`src/rtl/seq_pkg.sv`:
```
// Shared types and constants for the frame sequencer: FSM state encoding,
// default IMU word width, overrun counter width and a saturating increment.
package seq_pkg;

    typedef enum logic [2:0] {
        IDLE      = 3'd0,
        CAPTURE   = 3'd1,
        PHYS_GO   = 3'd2,
        PHYS_WAIT = 3'd3,
        LED_GO    = 3'd4,
        LED_WAIT  = 3'd5
    } seq_state_t;

    localparam int IMU_W_DEFAULT = 96;
    localparam int OVR_W         = 8;

    function automatic logic [OVR_W-1:0] sat_inc(input logic [OVR_W-1:0] v);
        return (v == {OVR_W{1'b1}}) ? v : v + OVR_W'(1);
    endfunction

endpackage

```
`src/rtl/toggle_sync.sv`:
```
// Brings a slow-domain toggle into clk through two flops and emits a
// one-cycle pulse for every level change (either edge) of the toggle.
module toggle_sync (
    input  logic clk,
    input  logic rst_n,
    input  logic toggle,
    output logic pulse
);

    logic s1_r;
    logic s2_r;
    logic s3_r;

    // Two-flop synchronizer followed by a history flop for edge detection
    always_ff @(posedge clk or negedge rst_n) begin
        if (!rst_n) begin
            s1_r <= 1'b0;
            s2_r <= 1'b0;
            s3_r <= 1'b0;
        end else begin
            s1_r <= toggle;
            s2_r <= s1_r;
            s3_r <= s2_r;
        end
    end

    assign pulse = s2_r ^ s3_r;

endmodule

```
`src/rtl/frame_sequencer.sv`:
```
// Per-frame sequencer: IMU snapshot -> physics step -> WS2812 refresh.
// Define SEQ_TIMEOUT_EN to build the PHYS_WAIT/LED_WAIT stall timeout.
module frame_sequencer
    import seq_pkg::*;
#(
    parameter int FRAME_CYCLES   = 833333,
    parameter int TIMEOUT_CYCLES = 65535,
    parameter int IMU_W          = IMU_W_DEFAULT
) (
    input  logic             clk,
    input  logic             rst_n,
    input  logic             imu_toggle,
    input  logic [IMU_W-1:0] imu_data,
    output logic [IMU_W-1:0] snap_data,
    output logic             phys_start,
    input  logic             phys_done,
    output logic             led_start,
    input  logic             led_busy,
    input  logic             led_done,
    output logic             frame_busy,
    output logic             stale,
    output logic [OVR_W-1:0] overrun_cnt,
    output logic             timeout_err
);

    localparam int CNT_W = $clog2(FRAME_CYCLES);

    if (FRAME_CYCLES < 8 || TIMEOUT_CYCLES < 1) begin : g_bad_cfg
        $error("frame_sequencer: FRAME_CYCLES must be >= 8 and TIMEOUT_CYCLES >= 1");
    end

    seq_state_t       state_r;
    logic [CNT_W-1:0] frame_cnt_r;
    logic             tick_r;
    logic [IMU_W-1:0] hold_r;
    logic             new_sample_r;
    logic             imu_edge_s;

`ifdef SEQ_TIMEOUT_EN
    localparam int ST_W = $clog2(TIMEOUT_CYCLES + 1);
    logic [ST_W-1:0] stall_r;
    logic            timeout_err_r;
    assign timeout_err = timeout_err_r;
`else
    assign timeout_err = 1'b0;
`endif

    toggle_sync u_imu_sync (
        .clk    (clk),
        .rst_n  (rst_n),
        .toggle (imu_toggle),
        .pulse  (imu_edge_s)
    );

    // Free-running frame period counter; tick is registered at wrap
    always_ff @(posedge clk or negedge rst_n) begin
        if (!rst_n) begin
            frame_cnt_r <= '0;
            tick_r      <= 1'b0;
        end else begin
            tick_r <= (frame_cnt_r == CNT_W'(FRAME_CYCLES - 1));
            if (frame_cnt_r == CNT_W'(FRAME_CYCLES - 1)) begin
                frame_cnt_r <= '0;
            end else begin
                frame_cnt_r <= frame_cnt_r + CNT_W'(1);
            end
        end
    end

    // Latch each new IMU sample; a fresh edge outranks the CAPTURE clear
    always_ff @(posedge clk or negedge rst_n) begin
        if (!rst_n) begin
            hold_r       <= '0;
            new_sample_r <= 1'b0;
        end else if (imu_edge_s) begin
            hold_r       <= imu_data;
            new_sample_r <= 1'b1;
        end else if (state_r == CAPTURE) begin
            new_sample_r <= 1'b0;
        end
    end

    // Frame FSM with registered strobes, status flags and overrun count
    always_ff @(posedge clk or negedge rst_n) begin
        if (!rst_n) begin
            state_r     <= IDLE;
            snap_data   <= '0;
            phys_start  <= 1'b0;
            led_start   <= 1'b0;
            frame_busy  <= 1'b0;
            stale       <= 1'b0;
            overrun_cnt <= '0;
`ifdef SEQ_TIMEOUT_EN
            stall_r       <= '0;
            timeout_err_r <= 1'b0;
`endif
        end else begin
            phys_start <= 1'b0;
            led_start  <= 1'b0;
            // Ticks are never queued: any tick seen outside IDLE is lost
            if (tick_r && (state_r != IDLE)) begin
                overrun_cnt <= sat_inc(overrun_cnt);
            end
            case (state_r)
                IDLE: begin
                    if (tick_r) begin
                        state_r    <= CAPTURE;
                        frame_busy <= 1'b1;
                    end
                end
                CAPTURE: begin
                    if (new_sample_r) begin
                        snap_data <= hold_r;
                        stale     <= 1'b0;
                    end else begin
                        stale     <= 1'b1;
                    end
                    state_r    <= PHYS_GO;
                    phys_start <= 1'b1;
                end
                PHYS_GO: begin
                    state_r <= PHYS_WAIT;
`ifdef SEQ_TIMEOUT_EN
                    stall_r <= '0;
`endif
                end
                PHYS_WAIT: begin
                    if (phys_done) begin
                        state_r   <= LED_GO;
                        led_start <= !led_busy;
`ifdef SEQ_TIMEOUT_EN
                    end else if (stall_r == ST_W'(TIMEOUT_CYCLES - 1)) begin
                        state_r       <= IDLE;
                        frame_busy    <= 1'b0;
                        timeout_err_r <= 1'b1;
                    end else begin
                        stall_r <= stall_r + ST_W'(1);
`endif
                    end
                end
                LED_GO: begin
                    // led_start is high while still in LED_GO; leave once it has fired
                    if (led_start) begin
                        state_r <= LED_WAIT;
`ifdef SEQ_TIMEOUT_EN
                        stall_r <= '0;
`endif
                    end else begin
                        led_start <= !led_busy;
                    end
                end
                LED_WAIT: begin
                    if (led_done) begin
                        state_r    <= IDLE;
                        frame_busy <= 1'b0;
`ifdef SEQ_TIMEOUT_EN
                    end else if (stall_r == ST_W'(TIMEOUT_CYCLES - 1)) begin
                        state_r       <= IDLE;
                        frame_busy    <= 1'b0;
                        timeout_err_r <= 1'b1;
                    end else begin
                        stall_r <= stall_r + ST_W'(1);
`endif
                    end
                end
                default: begin
                    state_r    <= IDLE;
                    frame_busy <= 1'b0;
                end
            endcase
        end
    end

endmodule

```
`config.mk`:
```
export PLATFORM = sky130hd
export DESIGN_NAME = frame_sequencer
export DESIGN_NICKNAME = d
export VERILOG_FILES = /design/src/rtl/seq_pkg.sv /design/src/rtl/toggle_sync.sv /design/src/rtl/frame_sequencer.sv
export SDC_FILE = /design/constraint.sdc
export NUM_CORES = 1
export LEC_CHECK = 0
export CORE_ASPECT_RATIO = 1.75
export CORE_UTILIZATION = 25
export DETAILED_ROUTE_END_ITERATION = 8
export PLACE_DENSITY = 0.54
export SETUP_SLACK_MARGIN = 0.1
export SYNTH_ARGS = -nofsm -noshare
export SYNTH_HDL_FRONTEND = slang
export SYNTH_SLANG_ARGS = --single-unit
```
`constraint.sdc`:
```
create_clock -name clk -period 2.09 [get_ports clk]
set_clock_uncertainty 0.05 [all_clocks]
set_input_delay 0.5225 -clock clk [delete_from_list [all_inputs] [get_ports clk]]
set_output_delay 0.5225 -clock clk [all_outputs]
set_load 0.02 [all_outputs]
```
==> Word level (Yosys, flattened, before mapping) <==
Cells that the tools add are included.
{ "word_totals": {"reg_bits": 232, "out_inout_bits": 109, "elab_cells": 56} }
{ "classes": {"addsub": 2, "n_eq_ne": 11, "mux": 16, "bitwise": 3, "n_reduce_logical": 10} }
{ "op_table": {"columns": ["op", "n"], "rows": [
  ["$add 20x1->20 const B", 1],
  ["$eq 20x20->1 const B", 1],
  ["$mux 20", 1],
  ["$pmux 3 s6", 1],
  ["$mux 3", 4],
  ["$add 8x1->8 const B", 1],
  ["$eq 8x8->1 const B", 1],
  ["$mux 1", 8],
  ["$ne 2x2->1 const B", 4],
  ["$eq 3x2->1 const B", 2],
  ["$eq 3x3->1 const B", 2],
  ["$reduce_and 2->1", 2],
  ["$reduce_and 4->1", 1],
  ["$reduce_or 4->1", 1],
  ["$eq 3x1->1 const B", 1],
  ["$logic_not 3->1", 1],
  ["$pmux 1 s3", 1],
  ["$reduce_and 3->1", 1],
  ["$reduce_bool 3->1", 1],
  ["$not 1->1", 2],
  ["$pmux 1 s2", 1],
  ["$reduce_bool 2->1", 1],
  ["$logic_and 1x1->1", 1],
  ["$logic_not 1->1", 1],
  ["$xor 1x1->1", 1]
]} }

==> Depth between registers and ports, before layout <==
{ "depth": {"depth_word": 4, "depth_mapped": 8, "depth_no_buf": 5} }

==> Cells and area by module <==
A second synthesis with hierarchy kept.
{ "unflattened": {"hier_cells": 571, "area_unflattened_um2": 9125.0} }
{ "by_module_without_submodules": {"columns": ["module", "instances", "cells_per_inst", "area_each_um2", "seq_area_each_um2"], "rows": [
  ["frame_sequencer", 1, 567, 9041.2, 5730.5],
  ["toggle_sync", 1, 4, 83.8, 75.1]
]} }

==> Worst setup path after synthesis <==
Ideal clock, no wire load.
{ "synth_timing": {"path_kind": "reg2reg", "start": "register state_r[2]", "end": "register snap_data[55]", "setup_ps": 125, "arrival_ps": 1738, "required_ps": 1915, "path_slack_ps": 177, "stages_incl_launch_ff": 9, "path_buffers": 4, "synth_period_minus_slack_ps": 1913, "path_cell_list": "dfrtp_1 buf_2 or3_4 inv_2 and2_1 buf_6 buf_12 buf_12 mux2_4"} }
{ "synth_between": {"elab_chain_cells": 2} }
{ "synth_lines": {"columns": ["item", "line_no", "text"], "rows": [
  ["start, declared", "frame_sequencer.sv:32", "seq_state_t state_r;"],
  ["start signal, assigned", "frame_sequencer.sv:86", "state_r <= IDLE;"],
  ["start signal, assigned", "frame_sequencer.sv:107", "state_r <= CAPTURE;"],
  ["start signal, assigned", "frame_sequencer.sv:118", "state_r <= PHYS_GO;"],
  ["$eq 3x1->1", "frame_sequencer.sv:104", "case (state_r)"],
  ["$reduce_and 2->1 (no line)", null, null],
  ["end signal, assigned", "frame_sequencer.sv:113", "snap_data <= hold_r;"],
  ["end, declared", "frame_sequencer.sv:14", "output logic [IMU_W-1:0] snap_data,"]
]} }
No other way between the ends.
A chain may end at the register's enable or synchronous reset.

==> Worst setup path after layout <==
{ "layout_timing": {"start": "register overrun_cnt[2]", "end": "output overrun_cnt[2]"} }
{ "layout_lines": {"columns": ["item", "line_no", "text"], "rows": [
  ["start, declared", "frame_sequencer.sv:22", "output logic [OVR_W-1:0] overrun_cnt,"],
  ["start signal, assigned", "frame_sequencer.sv:102", "overrun_cnt <= sat_inc(overrun_cnt);"]
]} }
No word-level cell between the ends.

==> impl_metrics.ini <==
[clocking]
cts_buffers = 24
clock-sinks = 232
path_clk_slew_ps = 60
clockBufferDepth = 3
cts_root_buf = clkbuf_16
insertion_delay_ps = 520
cts_tree = yes
h-tree-depth = 1

[critical_path]
endpoint = overrun_cnt[2]
worst_setup_path_end_kind = output port
r2r_cells = 5
crit_start = overrun_cnt[2]$_DFFE_PN0P_
crit_path_start_kind = flip-flop
r2r-start = state_r[2]$_DFFE_PN0P_
reg2reg_to = snap_data[38]$_DFFE_PN0P_
crit_buf_inv = 1
cp.required_ps = 1520
r2r_slack_ps = 210
cp_slowest_cell = dfrtp_1
critPathMaxFanout = 6
critical_path_depth = 1
crit_arrival_ps = 1340
cpPeakStageDelay_ps = 460
crit_family = flip-flops
critPathKind = flip-flop to output port
path_cells = dlygate4sd2_1

[sta]
slew_headroom_pct = 63.1
period_minus_slack_ps = 1910
fin_tns_setup_ps = 0
rsz0062_at_grt = false
slew_viol_final = 0
max_clock_freq_ghz = 0.524
worst_pin_slew_ps = 549
fin_ws_ps = 180
fin_crit_sh_pct = 91.4
hold_viol = 0
setup_viol = 0

[outcome]
status = finished clean

[drt]
vias = 5378
drt_wl_total_um = 20800
via_per_inst = 4.16
dr.pass1.iters = 4
ant_nets = 0
drt_iter0_markers = 156
drc_errors = 0
wire_per_inst_um = 16.1

[job]
max_cap_violations = 0

[cells_and_area]
finalNetCount = 913
antenna_cells = 0
drive_gt1_share_pct = 31.1
layout.cells.non_filler = 1293
area_growth_pct = 36.9
utilization_pct = 34.7

[synth]
ys.flop_type = dfrtp_1
syn-num-nets = 683
synth_most_common_cell = dfrtp_1
ys_warn_count = 0
postSynthCellCount = 578
async_flop_share_pct = 100
synth_top_area_share_pct = 63.6
ys_top_cells_by_area = dfrtp_1 (64%), mux2_2 (19%), mux2_4 (6.6%)
ys_ff_latch = 232
synth-edff-count = 0
synth_area_per_cell_um2 = 15.8
synth_area_leader_cell = dfrtp_1
ys_seq_area_share_pct = 63.6
synthDistinctLibCells = 40
synthesis.area_um2 = 9130
synth_common_cells = dfrtp_1 (232), mux2_2 (153), mux2_4 (40)

[pwr]
p_leak_nw = 5.49
irDropWorstVdd_mv = 0.678
cellPowerDensity_nw_per_um2 = 1330

[global_route]
grt_usage_pct = 11.2
grt_pass1_vias = 5825
overflow = 0
grt_max_degree = 69
grt_first_pass_wirelength_um = 32800
antenna_found_initial = 0

[floorplanning]
dieArea_um2 = 37300
die_w_um = 146
io_pins = 211
rows = 92
fp.dieH_um = 255
core_area_um2 = 36000
initial_core_util_pct = 25.3

[worst_hold_path]
hp-class = flip-flop to flip-flop

[placed_design]
post-place-ws_ps = 112
dpl.hpwl_um = 14600
io_buffers = 209
place_congestion = 0.750
dp_cells = 1250
[how the worst min path moves through the flow]
stage | startpoint | end | slack, ps | cells after the start
2_1_floorplan | rst_n | frame_busy$_DFFE_PN0P_ | 180 | 0
3_3_place_gp | u_imu_sync.s1_r$_DFF_PN0_ | u_imu_sync.s2_r$_DFF_PN0_ | 280 | 0
3_5_place_dp | u_imu_sync.s1_r$_DFF_PN0_ | u_imu_sync.s2_r$_DFF_PN0_ | 280 | 0
4_1_cts | u_imu_sync.s1_r$_DFF_PN0_ | u_imu_sync.s2_r$_DFF_PN0_ | 300 | 0
5_1_grt | u_imu_sync.s1_r$_DFF_PN0_ | u_imu_sync.s2_r$_DFF_PN0_ | 320 | 0
6_report | u_imu_sync.s1_r$_DFF_PN0_ | u_imu_sync.s2_r$_DFF_PN0_ | 300 | 0
[power by group]
| group | internal [mW] | switching [mW] | leakage (nW) |
|---|---|---|---|
| Combinational | 3.13 | 2.95 | 2.36 |
| Sequential | 5.84 | 0.664 | 2.78 |
| Clock | 2.26 | 1.72 | 0.353 |
| Total | 11.2 | 5.33 | 5.49 |
[logic make-up after synthesis]
group	count (synthesis)	share of synthesized area [%]
AOI/OAI and AO/OA	13	0.973
xor gates and xnor gates	24	2.30
adders and majority gates	3	0.411
buffers and inverters	36	2.80
DFF	232	63.6
muxes	194	25.6
other	1	0.0411
and+or+nand+nor	75	4.30
[cells in the final DEF, fill, tap and decap left out, types with 4 or more instances in the layout]
| master | n |
|---|---|
| nand2_1 | 10 |
| nand3_1 | 9 |
| inv_1 | 8 |
| dlygate4sd2_1 | 108 |
| and3_1 | 4 |
| buf_4 | 11 |
| xor2_1 | 5 |
| clkbuf_16 | 25 |
| nor3_1 | 6 |
| clkdlybuf4s50_1 | 100 |
| clkbuf_1 | 9 |
| nor2_1 | 24 |
| nand4_1 | 8 |
| xnor2_1 | 18 |
| clkinv_2 | 4 |
| mux2_4 | 40 |
| buf_12 | 9 |
| dfrtp_1 | 232 |
| nor4_1 | 4 |
| mux2_2 | 153 |
[stage by stage]
stage	area, µm²	hold WS (ps)	power (mW)
CTS	12500	299	16.9
floorplan	9130	177	10.5
global route	12500	318	17.5
global placement	11900	284	13.4
finish	12500	298	16.6
detailed placement	11900	285	13.5
[what timing repair did]
action                                 CTS  global route
gates resized for setup                108             2
setup endpoints to repair              108            45
setup buffers                            0             1
hold buffers                             1             0
pin swaps                                0             0
endpoints found under the hold margin   20             0
[sequential cells by signal (all words and copies together) (netlist names)]
| signal | flops |
|---|---|
| led_start | 1 |
| frame_busy | 1 |
| u_imu_sync.s3_r | 1 |
| state_r | 3 |
| hold_r | 96 |
| snap_data | 96 |
| stale | 1 |
| phys_start | 1 |
| new_sample_r | 1 |
| frame_cnt_r | 20 |
| overrun_cnt | 8 |
| u_imu_sync.s2_r | 1 |
| u_imu_sync.s1_r | 1 |
| tick_r | 1 |
[per-layer routing]
metal	routed length (µm)	up-vias	track usage, %
met3	950	34	2.08
met5	0	-	0
li1	-	2472	-
met2	11800	133	21.4
met1	7510	2739	12.1
met4	547	0	4.61
[cell type report]
type,count,area (µm²)
Clock buffer,36,687
Tap cell,470,588
Clock inverter,5,28.8
Timing Repair Buffer,230,2230
Multi-Input combinational cell,310,3110
Inverter,10,37.5
Sequential cell,232,5810
Fill cell,3492,23500
Power figures use the tool's default switching activity.
